File: config.mk
export PLATFORM = sky130hd
export DESIGN_NAME = compound_port_arbiter
export DESIGN_NICKNAME = d
export VERILOG_FILES = /design/src/rtl/compound_port_arbiter_pkg.sv /design/src/rtl/top_level_types_pkg.sv /design/src/rtl/compound_port_arbiter_rr_pick.sv /design/src/rtl/compound_port_arbiter.sv
export SDC_FILE = /design/constraint.sdc
export NUM_CORES = 1
export LEC_CHECK = 0
export CAP_MARGIN = 20
export CORE_ASPECT_RATIO = 0.75
export CORE_UTILIZATION = 38
export DETAILED_ROUTE_END_ITERATION = 8
export GPL_TIMING_DRIVEN = 0
export MAX_ROUTING_LAYER = met4
export PLACE_DENSITY = 0.87
export SLEW_MARGIN = 20
export SYNTH_ARGS = -nofsm -noshare
export SYNTH_HDL_FRONTEND = slang
export SYNTH_SLANG_ARGS = --single-unit
File: constraint.sdc
create_clock -name clk -period 4.5 [get_ports clk]
set_clock_uncertainty 0.15 [all_clocks]
set_input_delay 0.45 -clock clk [delete_from_list [all_inputs] [get_ports clk]]
set_output_delay 0.45 -clock clk [all_outputs]
set_load 0.01 [all_outputs]
File: src/rtl/compound_port_arbiter_pkg.sv
// Shared definitions for the compound port arbiter: FSM phases and the
// modulo helper used for round-robin index arithmetic.
package compound_arb_types;

  typedef enum logic [1:0] {
    arb_idle  = 2'd0,
    arb_read  = 2'd1,
    arb_write = 2'd2
  } ArbPhases;

  // Folds an index in [0, 2*n-1) back into [0, n); n need not be a power of two.
  function automatic int rr_wrap(input int idx, input int n);
    return (idx >= n) ? (idx - n) : idx;
  endfunction

endpackage

File: src/rtl/top_level_types_pkg.sv
// Project-wide payload type carried between generated module ports.
package top_level_types;

  typedef struct packed {
    logic [15:0] addr;
    logic [31:0] data;
    logic [3:0]  tag;
  } CompoundType;

endpackage

File: src/rtl/compound_port_arbiter_rr_pick.sv
// Combinational round-robin picker: first asserted request at or after
// rr_ptr, searching upward with wrap at NUM_REQ-1.
module rr_pick
  import compound_arb_types::*;
#(
  parameter int NUM_REQ = 4,
  parameter int ID_W    = $clog2(NUM_REQ)
) (
  input  logic [NUM_REQ-1:0] req,
  input  logic [ID_W-1:0]    rr_ptr,
  output logic [ID_W-1:0]    winner,
  output logic               any_valid
);

  int idx;

  always_comb begin
    winner    = '0;
    any_valid = 1'b0;
    idx       = 0;
    for (int k = 0; k < NUM_REQ; k++) begin
      idx = rr_wrap(int'(rr_ptr) + k, NUM_REQ);
      if (!any_valid && req[idx]) begin
        any_valid = 1'b1;
        winner    = ID_W'(idx);
      end
    end
  end

endmodule

File: src/rtl/compound_port_arbiter.sv
// Round-robin arbiter funnelling NUM_REQ sync/notify producers into one
// blocking CompoundType port, buffering one transaction tagged with its source.
module compound_port_arbiter
  import top_level_types::*;
  import compound_arb_types::*;
#(
  parameter int NUM_REQ = 4,
  parameter int ID_W    = $clog2(NUM_REQ)
) (
  input  logic                     clk,
  input  logic                     rst,
  input  CompoundType [NUM_REQ-1:0] req_in,
  input  logic [NUM_REQ-1:0]       req_in_sync,
  output logic [NUM_REQ-1:0]       req_in_notify,
  output CompoundType              arb_out,
  output logic [ID_W-1:0]          arb_out_id,
  input  logic                     arb_out_sync,
  output logic                     arb_out_notify,
  output logic                     busy
);

  ArbPhases           state_q, state_d;
  logic [ID_W-1:0]    rr_ptr_q, rr_ptr_d;
  logic [ID_W-1:0]    grant_q, grant_d;
  logic [NUM_REQ-1:0] req_in_notify_q, req_in_notify_d;
  CompoundType        arb_out_q, arb_out_d;
  logic [ID_W-1:0]    arb_out_id_q, arb_out_id_d;
  logic               arb_out_notify_q, arb_out_notify_d;
  logic               busy_q, busy_d;

  logic [ID_W-1:0]    winner;
  logic               any_valid;

  rr_pick #(
    .NUM_REQ (NUM_REQ),
    .ID_W    (ID_W)
  ) u_rr_pick (
    .req       (req_in_sync),
    .rr_ptr    (rr_ptr_q),
    .winner    (winner),
    .any_valid (any_valid)
  );

  always_comb begin
    state_d          = state_q;
    rr_ptr_d         = rr_ptr_q;
    grant_d          = grant_q;
    req_in_notify_d  = req_in_notify_q;
    arb_out_d        = arb_out_q;
    arb_out_id_d     = arb_out_id_q;
    arb_out_notify_d = arb_out_notify_q;
    busy_d           = busy_q;

    unique case (state_q)
      arb_idle: begin
        if (any_valid) begin
          grant_d         = winner;
          req_in_notify_d = NUM_REQ'(1) << winner;
          busy_d          = 1'b1;
          state_d         = arb_read;
        end
      end

      arb_read: begin
        req_in_notify_d = '0;
        if (req_in_sync[grant_q]) begin
          arb_out_d        = req_in[grant_q];
          arb_out_id_d     = grant_q;
          arb_out_notify_d = 1'b1;
          state_d          = arb_write;
        end else begin
          // Producer withdrew: abandon the grant without advancing fairness.
          busy_d  = 1'b0;
          state_d = arb_idle;
        end
      end

      arb_write: begin
        if (arb_out_sync) begin
          arb_out_notify_d = 1'b0;
          busy_d           = 1'b0;
          rr_ptr_d         = ID_W'(rr_wrap(int'(grant_q) + 1, NUM_REQ));
          state_d          = arb_idle;
        end
      end

      default: begin
        state_d         = arb_idle;
        req_in_notify_d = '0;
        busy_d          = 1'b0;
      end
    endcase
  end

  always_ff @(posedge clk or posedge rst) begin
    if (rst) begin
      state_q          <= arb_idle;
      rr_ptr_q         <= '0;
      grant_q          <= '0;
      req_in_notify_q  <= '0;
      arb_out_q        <= '0;
      arb_out_id_q     <= '0;
      arb_out_notify_q <= 1'b0;
      busy_q           <= 1'b0;
    end else begin
      state_q          <= state_d;
      rr_ptr_q         <= rr_ptr_d;
      grant_q          <= grant_d;
      req_in_notify_q  <= req_in_notify_d;
      arb_out_q        <= arb_out_d;
      arb_out_id_q     <= arb_out_id_d;
      arb_out_notify_q <= arb_out_notify_d;
      busy_q           <= busy_d;
    end
  end

  assign req_in_notify  = req_in_notify_q;
  assign arb_out        = arb_out_q;
  assign arb_out_id     = arb_out_id_q;
  assign arb_out_notify = arb_out_notify_q;
  assign busy           = busy_q;

endmodule

* After elaboration in Yosys (flattened, before gate mapping)
Cells that the tools add are included.
** Operators by class
- Bitwise logic cells :: 1
- Reductions and logical operators :: 15
- Muxes and demuxes :: 41
- Add/sub/neg operators :: 9
- Shift-type cells :: 1
- Order comparisons :: 10
- Equality and inequality tests :: 6
** Operators by type and width (number)
- $lt A32 B4 Y1 const B :: 4
- $mux W32 :: 4
- $bmux W52 S2 :: 1
- $ge A32 B4 Y1 const B :: 3
- $sub A32 B4 Y32 const B :: 3
- $mux W52 :: 1
- $mux W1 :: 17
- $mux W2 :: 8
- $bmux W1 S2 :: 5
- $reduce_and A2 Y1 :: 5
- $ne A2 B2 Y1 const B :: 4
- $pmux W4 S2 :: 1
- $add A2 B1 Y3 const B :: 2
- $add A2 B2 Y3 const B :: 2
- $pmux W2 S3 :: 1
- $reduce_and A3 Y1 :: 2
- $mux W4 :: 1
- $shl A1 B2 Y4 const A :: 1
- $sub A2 B3 Y4 const B :: 1
- $ge A2 B3 Y1 const B :: 1
- $ge A3 B3 Y1 const B :: 1
- $logic_and A1 B1 Y1 :: 3
- $logic_not A1 Y1 :: 3
- $lt A2 B3 Y1 const B :: 1
- 8 further kinds :: 8
** Storage, ports and cells
- Input port bits :: 215
- Output and inout bits :: 60
- Logic and storage cells :: 93
- Flip-flop bits (word level) :: 66

* Logic depth before layout (Yosys ltp)
Gate-level depths: netlist (run 1).
- Depth in word-level cells :: 18
- Mapped depth :: 6
- Depth with buffers taken out :: 4

* Modules after synthesis
A second synthesis (run 1) with hierarchy kept.
** Unflattened totals
- Cell total of the unflattened synthesis :: 244
- Area total of the unflattened synthesis :: 3977.6 µm²
** By module, submodules not included
- compound_port_arbiter :: sequential area each 1651.6 µm², area an instance 3900.0 µm², cells each 229, times used 1
- rr_pick :: sequential area each 0.0 µm², area an instance 77.6 µm², cells each 15, times used 1

* Least setup slack after synthesis (run 1)
OpenSTA, ideal clock, no wires.
- Path kind :: input port to flip-flop
- Start :: input req_in_sync[3]
- End :: register arb_out_q, in the netlist arb_out[23]
- Required time :: 4.225 ns
- Arrival :: 1.623 ns
- Buffers on the path :: 2
- Slack :: 2.602 ns
- Stages :: 5
- Setup time :: 0.125 ns
- Path through :: mux4_2 nand3_2 buf_6 buf_8 mux2_4
** Between the ends
- Word-level cells in the longest chain between the ends :: 3
** RTL lines
- start, declared :: RTL line compound_port_arbiter.sv:13 : input logic [NUM_REQ-1:0] req_in_sync,
- $bmux W1 S2 :: RTL line compound_port_arbiter.sv:66 : if (req_in_sync[grant_q]) begin
- $mux W1 (implied by the code) :: RTL line compound_port_arbiter.sv:66
- $reduce_and A2 Y1 (no source line)
- end signal, assigned :: RTL line compound_port_arbiter.sv:110 : arb_out_q <= arb_out_d;
- end, declared :: RTL line compound_port_arbiter.sv:26 : CompoundType arb_out_q, arb_out_d;
No other way between the ends. The select of a mux whose other input is x is not followed.
A chain may end at the register's enable or synchronous reset.

* Worst setup path after layout (run 1)
- Start :: input req_in_sync[3]
- End :: register arb_out_q, in the netlist arb_out[15]
Same word-level chain as after synthesis.

==> results of run 1 <==
per-stage QoR:
step	worst slack, ps	power [W]
global placement	1100	0.00344
global route	2110	0.00445
finish	2200	0.00420
floorplan	2250	0.00248
CTS	2220	0.00424
detailed placement	1870	0.00352
layout by cell type (no fill, tap or decap), drive strengths merged:
cell type      count
clkdlybuf4s50    274
dfrtp             66
mux2              54
mux4              53
buf               15
clkbuf            14
nand2              9
inv                7
o21ai              5
nor2               4
a21oi              4
nand2b             3
clkinvlp           3
or3                2
o31ai              2
a32o               2
clkinv             2
nand3              1
nor3b              1
nor4               1
o22ai              1
a211o              1
or4                1
or2                1
xnor2              1
nor3               1
mux2i              1
a2bb2oi            1
bufinv             1
sequential cells by signal, indices dropped and copies added (netlist names):
name	flops
arb_out	52
arb_out_id	2
arb_out_notify	1
busy	1
grant_q	2
req_in_notify	4
rr_ptr_q	2
state_q	2
where the power goes:
| part | internal (W) | switching (W) |
|---|---|---|
| clock | 0.000443 | 0.000263 |
| combinational | 0.00150 | 0.000914 |
| sequential | 0.000904 | 0.000177 |
| total | 0.00284 | 0.00135 |
kinds of logic after synthesis:
group / share of synthesized area, %
AND/OR/NAND/NOR: 3.15
XOR/XNOR: 0.225
buffers and inverters: 3.96
AO/OA/AOI/OAI: 2.67
multiplexers: 47.5
flip-flops: 42.5
final timing paths:
| check | startpoint | end | slack [ps] | depth (start not counted) |
|---|---|---|---|---|
| worst max-delay path | req_in_sync[3] | arb_out[15] | 2200 | 6 |
| worst min-delay path | rst | arb_out[27] | 260 | 2 |
| worst max register to register | grant_q[1] | arb_out[10] | 2360 | 4 |
| worst min register to register | arb_out_id[0] | arb_out_id[0] | 330 | 2 |
| max in group asynchronous | rst | arb_out[33] | 3410 | 3 |
| min in group clk | arb_out_id[0] | arb_out_id[0] | 330 | 2 |
routing by layer:
layer,up-vias,share of wire [%]
met5,-,0
met3,16,8.1
met2,193,53
met4,0,1.3
met1,1767,38
li1,1532,-
area by class of cell:
| type | count | area [µm²] | area share [%] |
|---|---|---|---|
| inverters | 7 | 28.8 | 0.403 |
| clock inverters | 6 | 66.3 | 0.930 |
| clock buffers | 10 | 239 | 3.35 |
| repair buffers | 275 | 2770 | 38.8 |
| well taps | 132 | 165 | 2.32 |
| multi-input cells | 149 | 2080 | 29.2 |
| flip-flops and latches | 66 | 1650 | 23.2 |
| plain buffers | 18 | 128 | 1.79 |
==> flow_summary.json, run 1 <==
{
  "ctsRootBufferMaster": "clkbuf_16",
  "n_antenna_cell": 0,
  "antenna_found_initial": 0,
  "critPathKind": "input pin to flop",
  "tritoncts": "yes",
  "fp.dieW_um": 119,
  "viasPerCell": 5.29,
  "stdcell_area_um2": 7130,
  "setup_viol": 0,
  "drtIter0Drc": 152,
  "yosysMostFrequentCell": "dfrtp_1",
  "arrival_ps": 2350,
  "drc": 0,
  "std_cell_rows": 31,
  "die_area_um2": 10600,
  "ys_seq_area_share_pct": 42.5,
  "synthCells": 240,
  "tns_ps": 0,
  "grt_overflow": 0,
  "synth_top_cell_area_share_pct": 42.5,
  "synth_commonest_cells": "dfrtp_1, mux4_2, mux2_2, mux2_1, mux2_4",
  "min_period_ps": 2300,
  "synth_area_leaders": "dfrtp_1, mux4_2, mux2_2, mux2_1, mux2_4",
  "clkLatencyLatePin_ps": 330,
  "hold_path_class": "input pin to asynchronous set/reset pin",
  "grt_pass1_vias": 3743,
  "numPortBuffers": 274,
  "layout.nets": 741,
  "path_max_fanout": 10,
  "status": "complete, no violations",
  "grt_usage_pct": 26.0,
  "hold_viol_final": 0,
  "netlist_area_um2": 3890,
  "syn_nets": 455,
  "synth_edf_count": 0,
  "hpwl_um": 10500,
  "avgSynthCellArea_um2": 16.2,
  "ys_async_sr_fraction_pct": 100,
  "htreeDepth": 3,
  "power_density_nw_per_um2": 588,
  "grt_max_degree": 55,
  "cts_inserted_buffers": 9,
  "met2_usage_pct": 45.2,
  "ys_types": 31,
  "max_slew_margin_pct": 58.7,
  "cap_violations": 0,
  "required_ps": 4550,
  "cts.sink_count": 66,
  "vias": 3508,
  "max_slew.worst_pin.slew_ps": 620,
  "yosysTopAreaCell": "dfrtp_1",
  "worstPathCellList": "clkdlybuf4s50_1 > mux4_2 > nand3_2 > buf_6 > buf_8 > mux2_1",
  "pin_count": 275,
  "yosys_most_used_dff": "dfrtp_1",
  "drt_wl_total_um": 13000,
  "cts.repair.resized": 0,
  "ys_ff_latch": 66,
  "drv_slew": 0,
  "end_kind": "flop",
  "crit_buf_inv": 3,
  "instances_no_fill": 663,
  "power.leakage_nw": 2.81,
  "coreArea_um2": 9810,
  "cts_setup_buffers": 0,
  "crit_family": "buffers and inverters",
  "die_height_um": 89.6,
  "grt-busiest-layer": "met2",
  "gp_congestion": 0.851,
  "cp-start-kind": "input pin",
  "first_pass_iters": 4,
  "ys_warn_count": 0,
  "grt_pass1_wl_um": 19900,
  "placed_area_um2": 6830,
  "rsz0062_at_grt": "false",
  "clk_path_buf_depth": 2,
  "layout-drive-gt1-share_pct": 23.4,
  "fillers": 634,
  "fin_crit_sh_pct": 51.0,
  "dpl.cell_count": 647,
  "grtUsageMet3_pct": 6.76,
  "met1_usage_pct": 30.1,
  "fin_util_pct": 72.7,
  "max_clock_freq_mhz": 436,
  "drtAntennaViolNets": 0,
  "start_util_pct": 39.6,
  "area_growth_pct": 83.4,
  "wire_per_inst_um": 19.6,
  "cts_hold_buf": 0,
  "ir_worst_vdd_v": 0.000350,
  "max_stage_delay_ps": 540,
  "clk_pin_slew_ps": 60,
  "finalHoldWorstSlack_ps": 262,
  "cp_slowest_cell": "clkdlybuf4s50_1"
}
Power figures use the tool's default switching activity.
==> inputs of run 2 (changes only) <==
--- a/config.mk
+++ b/config.mk
@@ -7,11 +7,11 @@
 export LEC_CHECK = 0
 export CAP_MARGIN = 20
 export CORE_ASPECT_RATIO = 0.75
-export CORE_UTILIZATION = 38
+export CORE_UTILIZATION = 36
 export DETAILED_ROUTE_END_ITERATION = 8
 export GPL_TIMING_DRIVEN = 0
 export MAX_ROUTING_LAYER = met4
-export PLACE_DENSITY = 0.87
+export PLACE_DENSITY = 0.83
 export SLEW_MARGIN = 20
 export SYNTH_ARGS = -nofsm -noshare
 export SYNTH_HDL_FRONTEND = slang
==> constraint.sdc (replaced) <==
create_clock -name clk -period 2.3 [get_ports clk]
set_clock_uncertainty 0.15 [all_clocks]
set_input_delay 0.23 -clock clk [delete_from_list [all_inputs] [get_ports clk]]
set_output_delay 0.23 -clock clk [all_outputs]
set_load 0.01 [all_outputs]
==> flow_summary.json, run 2 (same netlist as run 1, synthesis figures left out) <==
{
  "gp_congestion": 0.828,
  "drc": 0,
  "power_density_nw_per_um2": 1150,
  "p_comb_share_pct": 57.5,
  "hpwl_um": 10300,
  "viasPerCell": 5.06,
  "ctsRootBufferMaster": "clkbuf_16",
  "p_int_w": 0.00556,
  "ir_worst_vdd_v": 0.000607,
  "cts.sink_count": 66,
  "vias": 3376,
  "start_util_pct": 37.4,
  "p_seq_share_pct": 25.7,
  "cts_setup_buffers": 0,
  "clk_path_buf_depth": 2,
  "cts_hold_buf": 0,
  "place_ws_ps": -71.8,
  "drv_slew": 0,
  "clkLatencyLatePin_ps": 330,
  "coreArea_um2": 10400,
  "power_w": 0.00819,
  "most-common-layout-cells": "clkdlybuf4s50_1, dfrtp_1, mux4_2, mux2_2, mux2_1",
  "pin_count": 275,
  "numPortBuffers": 274,
  "wire_per_inst_um": 19.2,
  "cts.repair.resized": 0,
  "cap_violations": 0,
  "final_common_cell": "clkdlybuf4s50_1",
  "cts_inserted_buffers": 9,
  "n_antenna_cell": 0,
  "drtAntennaViolNets": 0,
  "first_pass_iters": 4,
  "required_ps": 2360,
  "hold_viol_final": 0,
  "antenna_found_initial": 0,
  "placed_area_um2": 6830,
  "netSwitchingFraction_pct": 32.1,
  "hold_path_class": "input pin to asynchronous set/reset pin",
  "finalHoldWorstSlack_ps": 110,
  "area_growth_pct": 83.3,
  "end_kind": "flop",
  "clkPwrFrac_pct": 16.8,
  "drtIter0Drc": 86,
  "layout-drive-gt1-share_pct": 23.4,
  "fp.dieW_um": 122,
  "tritoncts": "yes",
  "clk_pin_slew_ps": 60,
  "switchingPower_w": 0.00263,
  "worst_slack_ps": 138,
  "stdcell_area_um2": 7130,
  "met1_usage_pct": 27.1,
  "htreeDepth": 3,
  "met2_usage_pct": 43.5,
  "max_slew_margin_pct": 56.0,
  "grt_max_degree": 37,
  "grtUsageMet3_pct": 6.09,
  "grt_overflow": 0,
  "cp-start-kind": "flop",
  "grt_usage_pct": 24.4,
  "die_area_um2": 11200,
  "fin_crit_sh_pct": 94.0,
  "drt_wl_total_um": 12800,
  "rsz0062_at_grt": "false",
  "power.leakage_nw": 2.80,
  "fillers": 750,
  "path_max_fanout": 10,
  "die_height_um": 92.0,
  "max_slew.worst_pin.slew_ps": 660,
  "arrival_ps": 2220,
  "grt-busiest-layer": "met2",
  "critPathKind": "flop to flop",
  "min_period_ps": 2160,
  "setup_viol": 0,
  "largest_reg_flops": 52,
  "grt_pass1_vias": 3783,
  "std_cell_rows": 32,
  "grt_pass1_wl_um": 19700,
  "layout.nets": 741,
  "status": "complete, no violations",
  "max_clock_freq_mhz": 463
}
## run 2: path summary, 6_finish.rpt
| kind | from | to | slack (ps) | cells past startpoint |
|---|---|---|---|---|
| setup / recovery | grant_q[1] | arb_out[10] | 140 | 4 |
| hold / removal | rst | arb_out[21] | 110 | 2 |
| setup reg to reg | grant_q[1] | arb_out[10] | 140 | 4 |
| hold reg to reg | arb_out[12] | arb_out[12] | 340 | 1 |
| max in group asynchronous | rst | arb_out[1] | 1350 | 3 |
| min in group clk | arb_out[12] | arb_out[12] | 340 | 1 |
## run 2: layer usage
| layer | wire length, µm | share of wire (%) |
|---|---|---|
| met4 | 194 | 1.5 |
| met2 | 6900 | 54 |
| met5 | 0 | 0 |
| met3 | 923 | 7.2 |
| met1 | 4820 | 38 |
## run 2: layout make-up
type / count / area, µm² / share of cell area, %
Buffer: 18 / 128 / 1.79
Clock inverter: 6 / 66.3 / 0.930
Tap cell: 136 / 170 / 2.39
Inverter: 7 / 28.8 / 0.404
Sequential cell: 66 / 1650 / 23.2
Clock buffer: 10 / 239 / 3.35
Multi-Input combinational cell: 149 / 2080 / 29.2
Timing Repair Buffer: 275 / 2760 / 38.7
## run 2: power by group through the flow
stage	registers, W	clock network, W	logic [W]
5_1_grt	0.00218	0.00148	0.00504
2_1_floorplan	0.00233	0	0.00252
4_1_cts	0.00211	0.00141	0.00480
3_3_place_gp	0.00207	0	0.00466
6_report	0.00210	0.00137	0.00471
3_5_place_dp	0.00212	0	0.00476
## run 2: metrics by stage
step,utilization (%),cells,TNS (ps)
2_1_floorplan,-,240,0
3_3_place_gp,65.3,650,-60980
3_5_place_dp,65.6,651,-1440
4_1_cts,68.5,667,0
5_1_grt,68.5,667,0
6_report,68.5,667,0
## run 2: critical path, stage by stage (launching register included)
cell and delay, ps:
dfrtp_1 350, buf_2 260, buf_1 550, mux4_2 430, mux2_1 300
